### src/rtl/cc1200_spi_responder_if.sv
// ---------------------------------------------------------------------------
// cc1200_spi_responder_if : four-wire SPI bus between a master and the responder
// Rev 1.0
// ---------------------------------------------------------------------------
`default_nettype none

interface cc1200_spi_responder_if;
  logic SCLK;
  logic MOSI;
  logic CS_n;
  logic MISO;

  modport master (output SCLK, output MOSI, output CS_n, input MISO);
  modport slave  (input SCLK, input MOSI, input CS_n, output MISO);
endinterface

`default_nettype wire

### src/rtl/cc1200_spi_responder.sv
// ---------------------------------------------------------------------------
// cc1200_spi_responder : CC1200 SPI-side emulator (status, registers, TX stream, RX FIFO, GPIO3)
// Rev 1.0
// ---------------------------------------------------------------------------
`default_nettype none

module cc1200_spi_responder #(
  parameter int FIFO_DEPTH = 64,
  parameter int PKT_CYCLES = 1000
) (
  input  logic                   clk,
  input  logic                   rstn,
  cc1200_spi_responder_if.slave  spi,
  output logic                   GPIO3,
  output logic [7:0]             TxByte,
  output logic                   TxByteValid,
  input  logic [7:0]             RxLoadData,
  input  logic                   RxLoadValid,
  output logic                   RxLoadReady,
  input  logic                   RxPktStart,
  output logic [8:0]             RxLevel,
  output logic                   RxUnderflow
);

  localparam int         AW        = $clog2(FIFO_DEPTH);
  localparam int         CW        = $clog2(PKT_CYCLES);
  localparam logic [5:0] FIFO_ADDR = 6'h3F;
  localparam logic [7:0] TX_BURST  = 8'h7F;

  typedef enum logic [0:0] {PH_HDR = 1'b0, PH_DATA = 1'b1} phase_t;

  // Pin synchronizers and edge registers
  logic [1:0] sclk_sync, mosi_sync, cs_sync;
  logic       sclk_q, cs_q;

  always_ff @(posedge clk or negedge rstn) begin
    if (!rstn) begin
      sclk_sync <= 2'b00;
      mosi_sync <= 2'b00;
      cs_sync   <= 2'b11;
      sclk_q    <= 1'b0;
      cs_q      <= 1'b1;
    end else begin
      sclk_sync <= {sclk_sync[0], spi.SCLK};
      mosi_sync <= {mosi_sync[0], spi.MOSI};
      cs_sync   <= {cs_sync[0], spi.CS_n};
      sclk_q    <= sclk_sync[1];
      cs_q      <= cs_sync[1];
    end
  end

  logic sclk_s, mosi_s, cs_s;
  logic sclk_rise, sclk_fall, cs_fall, cs_rise;

  assign sclk_s    = sclk_sync[1];
  assign mosi_s    = mosi_sync[1];
  assign cs_s      = cs_sync[1];
  assign sclk_rise = sclk_s & ~sclk_q;
  assign sclk_fall = ~sclk_s & sclk_q;
  assign cs_fall   = ~cs_s & cs_q;
  assign cs_rise   = cs_s & ~cs_q;

  // Transaction state
  phase_t      phase;
  logic [7:0]  hdr;
  logic [5:0]  cur_addr;
  logic [2:0]  bit_cnt;
  logic [7:0]  rx_shift;
  logic [7:0]  tx_shift;
  logic        tx_seen;
  logic [7:0]  regs [16];

  // RX FIFO state
  logic [7:0]    fifo_mem [FIFO_DEPTH];
  logic [AW-1:0] wr_ptr, rd_ptr;
  logic          fifo_empty;

  // Packet timer state
  logic [CW-1:0] pkt_cnt;
  logic          pkt_is_tx;

  logic       shift_en, byte_done;
  logic [7:0] rx_byte;
  logic [7:0] status_byte;
  logic [2:0] radio_state;

  assign shift_en    = sclk_rise & ~cs_s;
  assign byte_done   = shift_en & (bit_cnt == 3'd7);
  assign rx_byte     = {rx_shift[6:0], mosi_s};
  assign radio_state = GPIO3 ? (pkt_is_tx ? 3'b010 : 3'b001) : 3'b000;
  assign status_byte = {1'b0, radio_state, 4'hF};
  assign fifo_empty  = (RxLevel == 9'd0);
  assign spi.MISO    = tx_shift[7];

  // Decode of the byte that completes this cycle and what MISO carries next
  logic [7:0] hdr_n;
  logic [5:0] addr_n;
  logic       fifo_sel, fifo_rd;
  logic [7:0] load_byte;

  always_comb begin
    hdr_n  = hdr;
    addr_n = cur_addr;
    if (phase == PH_HDR) begin
      hdr_n  = rx_byte;
      addr_n = rx_byte[5:0];
    end else if (hdr[6]) begin
      addr_n = cur_addr + 6'd1;
    end
    fifo_sel  = (hdr_n[5:0] == FIFO_ADDR);
    fifo_rd   = byte_done & hdr_n[7] & fifo_sel;
    load_byte = status_byte;
    if (hdr_n[7]) begin
      if (fifo_sel)
        load_byte = fifo_empty ? 8'h00 : fifo_mem[rd_ptr];
      else if (addr_n < 6'h10)
        load_byte = regs[addr_n[3:0]];
      else
        load_byte = 8'h00;
    end
  end

  always_ff @(posedge clk or negedge rstn) begin
    if (!rstn) begin
      phase       <= PH_HDR;
      hdr         <= 8'h00;
      cur_addr    <= 6'd0;
      bit_cnt     <= 3'd0;
      rx_shift    <= 8'h00;
      tx_shift    <= 8'h00;
      tx_seen     <= 1'b0;
      TxByte      <= 8'h00;
      TxByteValid <= 1'b0;
      for (int i = 0; i < 16; i++) regs[i] <= 8'h00;
    end else begin
      TxByteValid <= 1'b0;

      if (cs_rise) begin
        bit_cnt <= 3'd0;
        phase   <= PH_HDR;
        tx_seen <= 1'b0;
      end else if (shift_en) begin
        rx_shift <= rx_byte;
        bit_cnt  <= bit_cnt + 3'd1;
        if (byte_done) begin
          cur_addr <= addr_n;
          if (phase == PH_HDR) begin
            hdr   <= rx_byte;
            phase <= PH_DATA;
          end else if (!hdr[7]) begin
            if (hdr[5:0] == FIFO_ADDR) begin
              TxByte      <= rx_byte;
              TxByteValid <= 1'b1;
              if (hdr == TX_BURST) tx_seen <= 1'b1;
            end else if (cur_addr < 6'h10) begin
              regs[cur_addr[3:0]] <= rx_byte;
            end
          end
        end
      end

      // The falling edge that follows byte_done must not shift out the freshly loaded MSB
      if (cs_fall)
        tx_shift <= status_byte;
      else if (byte_done)
        tx_shift <= load_byte;
      else if (sclk_fall && !cs_s && bit_cnt != 3'd0)
        tx_shift <= {tx_shift[6:0], 1'b0};
    end
  end

  // RX FIFO
  logic       push, pop;
  logic [8:0] level_nxt;

  assign push      = RxLoadValid & RxLoadReady;
  assign pop       = fifo_rd & ~fifo_empty;
  assign level_nxt = RxLevel + 9'(push) - 9'(pop);

  always_ff @(posedge clk) begin
    if (push) fifo_mem[wr_ptr] <= RxLoadData;
  end

  always_ff @(posedge clk or negedge rstn) begin
    if (!rstn) begin
      wr_ptr      <= '0;
      rd_ptr      <= '0;
      RxLevel     <= 9'd0;
      RxLoadReady <= 1'b1;
      RxUnderflow <= 1'b0;
    end else begin
      if (push) wr_ptr <= wr_ptr + AW'(1);
      if (pop)  rd_ptr <= rd_ptr + AW'(1);
      RxLevel     <= level_nxt;
      RxLoadReady <= (level_nxt != 9'(FIFO_DEPTH));
      if (fifo_rd && fifo_empty) RxUnderflow <= 1'b1;
    end
  end

  // Packet timer driving GPIO3
  logic tx_start;
  assign tx_start = cs_rise & tx_seen;

  always_ff @(posedge clk or negedge rstn) begin
    if (!rstn) begin
      GPIO3     <= 1'b0;
      pkt_cnt   <= '0;
      pkt_is_tx <= 1'b0;
    end else if (GPIO3) begin
      if (pkt_cnt == '0)
        GPIO3 <= 1'b0;
      else
        pkt_cnt <= pkt_cnt - CW'(1);
    end else if (tx_start || RxPktStart) begin
      GPIO3     <= 1'b1;
      pkt_cnt   <= CW'(PKT_CYCLES - 1);
      pkt_is_tx <= tx_start;
    end
  end

endmodule

`default_nettype wire
### src/flat_wrapper.sv
// flat-port wrapper written by rule: the top's interface ports become plain ports
module cc1200_spi_responder_flat 
#(
  parameter int FIFO_DEPTH = 64,
  parameter int PKT_CYCLES = 1000
)
  (clk, rstn, GPIO3, TxByte, TxByteValid, RxLoadData, RxLoadValid, RxLoadReady, RxPktStart, RxLevel, RxUnderflow, spi_SCLK, spi_MOSI, spi_CS_n, spi_MISO);
  cc1200_spi_responder_if spi_i ();
  input  logic clk;
  input  logic rstn;
  output logic GPIO3;
  output logic [7:0] TxByte;
  output logic TxByteValid;
  input  logic [7:0] RxLoadData;
  input  logic RxLoadValid;
  output logic RxLoadReady;
  input  logic RxPktStart;
  output logic [8:0] RxLevel;
  output logic RxUnderflow;
  input wire logic [$bits(spi_i.SCLK)-1:0] spi_SCLK;
  input wire logic [$bits(spi_i.MOSI)-1:0] spi_MOSI;
  input wire logic [$bits(spi_i.CS_n)-1:0] spi_CS_n;
  output wire logic [$bits(spi_i.MISO)-1:0] spi_MISO;
  assign spi_i.SCLK = spi_SCLK;
  assign spi_i.MOSI = spi_MOSI;
  assign spi_i.CS_n = spi_CS_n;
  assign spi_MISO = spi_i.MISO;
  cc1200_spi_responder #(.FIFO_DEPTH(FIFO_DEPTH), .PKT_CYCLES(PKT_CYCLES)) u_core (.clk(clk), .rstn(rstn), .spi(spi_i), .GPIO3(GPIO3), .TxByte(TxByte), .TxByteValid(TxByteValid), .RxLoadData(RxLoadData), .RxLoadValid(RxLoadValid), .RxLoadReady(RxLoadReady), .RxPktStart(RxPktStart), .RxLevel(RxLevel), .RxUnderflow(RxUnderflow));
endmodule
### config.mk
export PLATFORM = sky130hd
export DESIGN_NAME = cc1200_spi_responder_flat
export DESIGN_NICKNAME = d
export VERILOG_FILES = /design/src/rtl/cc1200_spi_responder_if.sv /design/src/rtl/cc1200_spi_responder.sv /design/src/flat_wrapper.sv
export SDC_FILE = /design/constraint.sdc
export NUM_CORES = 1
export LEC_CHECK = 0
export BUFFER_PORTS_ARGS = -buffer_cell sky130_fd_sc_hd__buf_2
export CAP_MARGIN = 0
export CELL_PAD_IN_SITES_DETAIL_PLACEMENT = 0
export CELL_PAD_IN_SITES_GLOBAL_PLACEMENT = 2
export CORE_AREA = 2 2 415 252
export DETAILED_ROUTE_END_ITERATION = 6
export DIE_AREA = 0 0 417 254
export MAX_ROUTING_LAYER = met4
export PLACE_DENSITY = 0.54
export REMOVE_ABC_BUFFERS = 1
export SLEW_MARGIN = 20
export SYNTH_ARGS = -nofsm -noshare
export SYNTH_HDL_FRONTEND = slang
export SYNTH_SLANG_ARGS = --single-unit
### constraint.sdc
create_clock -name clk -period 7.1 [get_ports clk]
set_input_delay 1.775 -clock clk [delete_from_list [all_inputs] [get_ports clk]]
set_output_delay 1.775 -clock clk [all_outputs]
set_load 0.02 [all_outputs]
## After elaboration in Yosys (flattened, before gate mapping)

Memory sizes are Yosys's and may differ from the RTL's.
Index checks and enable logic that the tools add are counted.

- Register bits: 214
- Memory bits (writable): 512
- Output and inout port bits: 22
- Memories: 1

- Add/sub/neg operators: 7
- Order comparisons: 5
- Equal/unequal tests: 7
- Mux-type cells: 44
- Bitwise operators: 23
- Reduce and logical (&&, ||, !) cells: 25

Memories:

| name | depth | bits a word | read ports | clocked after memory_dff | write ports | RTL line | RTL |
|---|---|---|---|---|---|---|---|
| u_core.fifo_mem | 64 | 8 | 1 | 0 | 1 | cc1200_spi_responder.sv:74 | `logic [7:0] fifo_mem [FIFO_DEPTH];` |

Operators with widths:

| kind | number |
|---|---|
| bitwise mux 128 bit | 1 |
| 2-to-1 mux 8 bit | 11 |
| binary-select mux 8 bit (select 4 bit) | 1 |
| demux 8 bit (select 4 bit) | 1 |
| 2-to-1 mux 10 bit | 3 |
| 2-to-1 mux 1 bit | 21 |
| adder 6 x 1 -> 6 bit, second input constant | 3 |
| equality test 6 bit, second input constant | 2 |
| less-than comparator 6 x 5 -> 1 bit, second input constant | 2 |
| 2-to-1 mux 6 bit | 2 |
| AND reduction 6 bit | 2 |
| nonzero test 2 bit | 6 |
| bitwise AND 1 bit | 11 |
| greater-or-equal comparator 5 bit, second input constant | 2 |
| logical NOT 10 bit | 1 |
| NOT 1 bit | 10 |
| NOT 4 -> 5 bit | 2 |
| subtractor 10 x 1 -> 10 bit, second input constant | 1 |
| adder 9 x 1 -> 9 bit | 1 |
| logical NOT 9 bit | 1 |
| 2-to-1 mux 3 bit | 3 |
| inequality test 9 x 7 -> 1 bit, second input constant | 1 |
| subtractor 9 x 1 -> 9 bit | 1 |
| equality test 8 x 7 -> 1 bit, second input constant | 1 |
| 14 further kinds | 21 |

## Longest topological paths before layout

- Word-level depth: 12
- Mapped depth: 18
- Mapped depth without buffers: 18

## Worst setup path after synthesis

No wires, ideal clock.

- Path type: input -> register
- Start point: input port RxLoadValid
- End point: register u_core.RxLoadReady
- Arrival: 4.218 ns
- Setup slack: 2.782 ns
- Stages: 11
- Path buffers: 1
- Path through: nand2_1 clkbuf_1 clkinv_1 ha_1 a21o_1 a21oi_1 o21bai_1 a2111oi_0 nor3_1 xnor2_1 or4b_2

- Cells in the longest elaborated chain, start to end: 4

Ends and longest elaborated chain:

| item | RTL line | RTL |
|---|---|---|
| start: declaration | flat_wrapper.sv:15 | `input logic RxLoadValid;` |
| bitwise AND 1 bit | cc1200_spi_responder.sv:176 | `assign push = RxLoadValid & RxLoadReady;` |
| via u_core.push | cc1200_spi_responder.sv:173 | `logic push, pop;` |
| adder 9 x 1 -> 9 bit | cc1200_spi_responder.sv:178 | `assign level_nxt = RxLevel + 9'(push) - 9'(pop);` |
| subtractor 9 x 1 -> 9 bit | cc1200_spi_responder.sv:178 |  |
| via u_core.level_nxt[7] | cc1200_spi_responder.sv:174 | `logic [8:0] level_nxt;` |
| inequality test 9 x 7 -> 1 bit | cc1200_spi_responder.sv:195 | `RxLoadReady <= (level_nxt != 9'(FIFO_DEPTH));` |
| end signal: assignment | cc1200_spi_responder.sv:195 |  |
| end: declaration | cc1200_spi_responder.sv:19 | `output logic RxLoadReady,` |

The timed path passes the listed nets, and every way through them passes these cells.
A chain may end at the register's enable or synchronous reset.

## Worst setup path in the final report

- Start point: register u_core.rx_shift[1]
- End point: register u_core.RxLoadReady

- Cells in the longest elaborated chain, start to end: 6

Ends and longest elaborated chain:

| item | RTL line | RTL |
|---|---|---|
| start: declaration | cc1200_spi_responder.sv:68 | `logic [7:0] rx_shift;` |
| start signal: assignment | cc1200_spi_responder.sv:143 | `rx_shift <= rx_byte;` |
| 2-to-1 mux 8 bit | n/a |  |
| equality test 6 bit | cc1200_spi_responder.sv:110 | `fifo_sel = (hdr_n[5:0] == FIFO_ADDR);` |
| bitwise AND 1 bit | cc1200_spi_responder.sv:111 | `fifo_rd = byte_done & hdr_n[7] & fifo_sel;` |
| bitwise AND 1 bit | cc1200_spi_responder.sv:177 | `assign pop = fifo_rd & ~fifo_empty;` |
| via u_core.pop | cc1200_spi_responder.sv:173 |  |
| subtractor 9 x 1 -> 9 bit | cc1200_spi_responder.sv:178 |  |
| inequality test 9 x 7 -> 1 bit | cc1200_spi_responder.sv:195 |  |

The timed path passes the listed nets, and every way through them passes these cells.

==> key figures <==
Outcome
  – Outcome: finished, final reports clean

Timing
  – Final setup margin: 2.31 ns
  – Hold Fails Final Rpt: 0
  – Pins over their slew limit: 0
  – Final period utilization: 0.675
  – Highest clock rate: 209 MHz
  – Setup TNS: 0 ns
  – Slew margin rel.: 0.230
  – Worst slew pin tran: 1.15 ns
  – Post-route minimum period: 4.79 ns
  – RSZ-0062 raised after global routing: false
  – Final setup fails: 0
  – Final Skew: 0.0275 ns

Floorplanning
  – Row Count: 91
  – I/O pin total: 37
  – Die Span X: 417 um
  – Initial Util: 0.299
  – Die area: 106000 sq um
  – Core Area: 102000 sq um
  – Die Ht: 254 um

Global route
  – Initial antenna violation count: 3
  – Largest net degree at the start of global routing: 112
  – Grt total ovfl: 0
  – Tot GR Track Use: 0.174
  – Vias in the first global route: 16600
  – First-pass GRT wire length: 127000 um

Placement
  – Port Buf Inserts: 36
  – Placed Area: 32100 sq um
  – Place WS: 2.23 ns
  – Dpl hpwl: 58300 um
  – Final GP Congestion: 0.781

Clock network
  – TritonCTS clock tree: yes
  – Clock root buffer: clkbuf_16
  – Post-CTS Hold Fix Bufs: 0
  – Clock Tree Buf Depth: 3
  – H-tree levels: 3
  – Setup Buffers After CTS: 0
  – Clk sinks: 726
  – Clock Pin Slew Worst Setup and Hold Paths: 0.06 ns
  – Worst-Skew Late Latency: 0.68 ns
  – Post-CTS sizing: 0
  – Number of CTS-inserted buffers: 74

Synth
  – Synth cell types: 76
  – Number of flops mapped to enable cells by yosys: 512
  – Post-synth top area share: 0.504
  – Cells after Synth: 1818
  – Area contributors post-synth: edfxtp_1 (50%), dfrtp_1 (17%), mux4_2 (7.5%)
  – Largest area contributor in the synthesized netlist: edfxtp_1
  – Mapped Area: 30500 sq um
  – Top_reg_cell synth: edfxtp_1
  – Post-synthesis sequential area ratio: 0.680
  – Mean post-synth cell area: 16.8 sq um
  – Synthesis Warnings: 0
  – Synth Register Bits: 726
  – Ys async rst share: 0.295

Pwr
  – Maximum vdd drop: 0.181 mV
  – Sequential power share: 0.491
  – Leakage power figure: 0.0121 uW
  – Net Sw Frac: 0.272
  – Int Pwr: 7380 uW
  – Pwr/cell area: 294 nW/um^2
  – Clock power frac: 0.397
  – Comb power frac: 0.112
  – Switching power total: 2760 uW

Detailed routing
  – Post-route ant nets: 0
  – 1st-pass router iterations: 7
  – Vias per cell: 5.10
  – 1st-iter DRT viols: 1666
  – Routed vias: 16600
  – Drt total wl: 88700 um
  – Per-cell routed wire length: 27.2 um
  – DRC: 0

Critical path
  – Crit end category: flop
  – CP required: 7.66 ns
  – Kind of critical path: flop to flop
  – CP arrival: 5.36 ns
  – Crit-path max FO: 22
  – Worst Setup Start Kind: flop

Finish
  – Layout cells sized above 1: 0.254
  – Antenna diodes: 0
  – Area delta synth->final: 13.2%
  – Final Instance Area: 34500 sq um
  – Nets: 1891

Hold path
  – Min-delay worst type: flop to flop

Run
  – Max Cap Viol: 0
## synth_stat cells, types with 22 or more instances
master / count
inv_1: 26
buf_2: 22
a22oi_1: 27
ha_1: 22
edfxtp_1: 512
mux2i_1: 110
nand2_1: 54
clkbuf_1: 59
mux2_2: 154
dfrtp_1: 210
nor2_1: 115
mux4_2: 102
o21ai_0: 26
a21oi_1: 44
nand3_1: 23
## through the flow
stage           util  std cells  total power (uW)  hold WS [ns]
2_1_floorplan      -       1706              5650         0.331
3_3_place_gp   0.314       3124              6200         0.350
3_5_place_dp   0.314       3124              6200         0.350
4_1_cts        0.338       3259             10300         0.358
5_1_grt        0.338       3260             10600         0.365
6_report       0.338       3260             10100         0.354
## critical path, cell delays in order (launching register included)
cell and delay (ns):
dfrtp_1 0.88, nand2_1 0.10, nor3_1 0.51, o21ai_2 0.25, nor3_4 0.43, ha_1 0.31
inv_1 0.06, ha_1 0.15, inv_1 0.06, fa_1 0.42, nand2b_1 0.16, a21oi_1 0.17
o21ai_0 0.10, a21oi_1 0.19, nor2_1 0.07, xor2_1 0.15, or4b_2 0.67
## final cells by class
class / count / area, sq um
Multi-Input combinational cell: 953 / 9070
Inverter: 27 / 101
Fill cell: 9711 / 67600
Timing Repair Buffer: 71 / 485
Tap cell: 1348 / 1690
Sequential cell: 726 / 20700
Clock inverter: 38 / 443
Clock buffer: 97 / 2000
## worst paths after layout
kind	startpoint	to	slack [ns]	cells past startpoint
max	u_core.rx_shift[1]	u_core.RxLoadReady	2.31	16
min	u_core.mosi_sync[0]	u_core.mosi_sync[1]	0.35	0
max reg2reg	u_core.rx_shift[1]	u_core.RxLoadReady	2.31	16
min reg2reg	u_core.mosi_sync[0]	u_core.mosi_sync[1]	0.35	0
max in group asynchronous	rstn	u_core.regs[63]	4.79	2
min in group asynchronous	rstn	u_core.RxLevel[0]	0.99	1
## registers in the layout, indices dropped and copies added (netlist names), 7 cells and up
name,cells
u_core.RxLevel,9
u_core.TxByte,8
u_core.fifo_mem,512
u_core.hdr,8
u_core.pkt_cnt,10
u_core.regs,128
u_core.rx_shift,7
u_core.tx_shift,8
## routing by layer
metal	vias up	track usage	share of wire	wire (um)
met5	-	-	0	0
met3	103	0.0328	0.054	4800
met4	0	0.0382	0.017	1470
li1	7142	-	-	-
met2	410	0.217	0.38	34100
met1	8963	0.283	0.54	48300
## cells by family after synthesis
group	Yosys count	synth area share
buf+inv	139	0.0239
xor+xnor	28	0.00804
mux	379	0.178
simple gates	312	0.0523
flops	726	0.680
compound gates	211	0.0486
fa+ha+maj	23	0.00968
## cells in the final DEF, fill, tap and decap left out, types with 15 or more instances in the layout
cell type,count
ha_1,22
clkbuf_16,75
a22oi_1,27
a21oi_1,43
buf_4,32
o21ai_0,26
mux2_2,154
dfrtp_1,207
nand3_1,23
a211oi_1,21
clkinv_1,15
edfxtp_1,512
nor2b_1,16
buf_2,35
nand2_1,54
mux4_2,102
mux2i_1,109
clkbuf_1,18
nor2_1,114
inv_1,26
xnor2_1,15
## power groups by stage
stage | sequential (uW) | clock (uW) | combinational (uW)
detailed placement | 5060 | 0 | 1140
CTS | 4970 | 4150 | 1140
global route | 5000 | 4310 | 1250
finish | 4970 | 4030 | 1140
global placement | 5050 | 0 | 1150
floorplan | 5000 | 0 | 656
No activity file was read; power rests on OpenSTA's default activity.
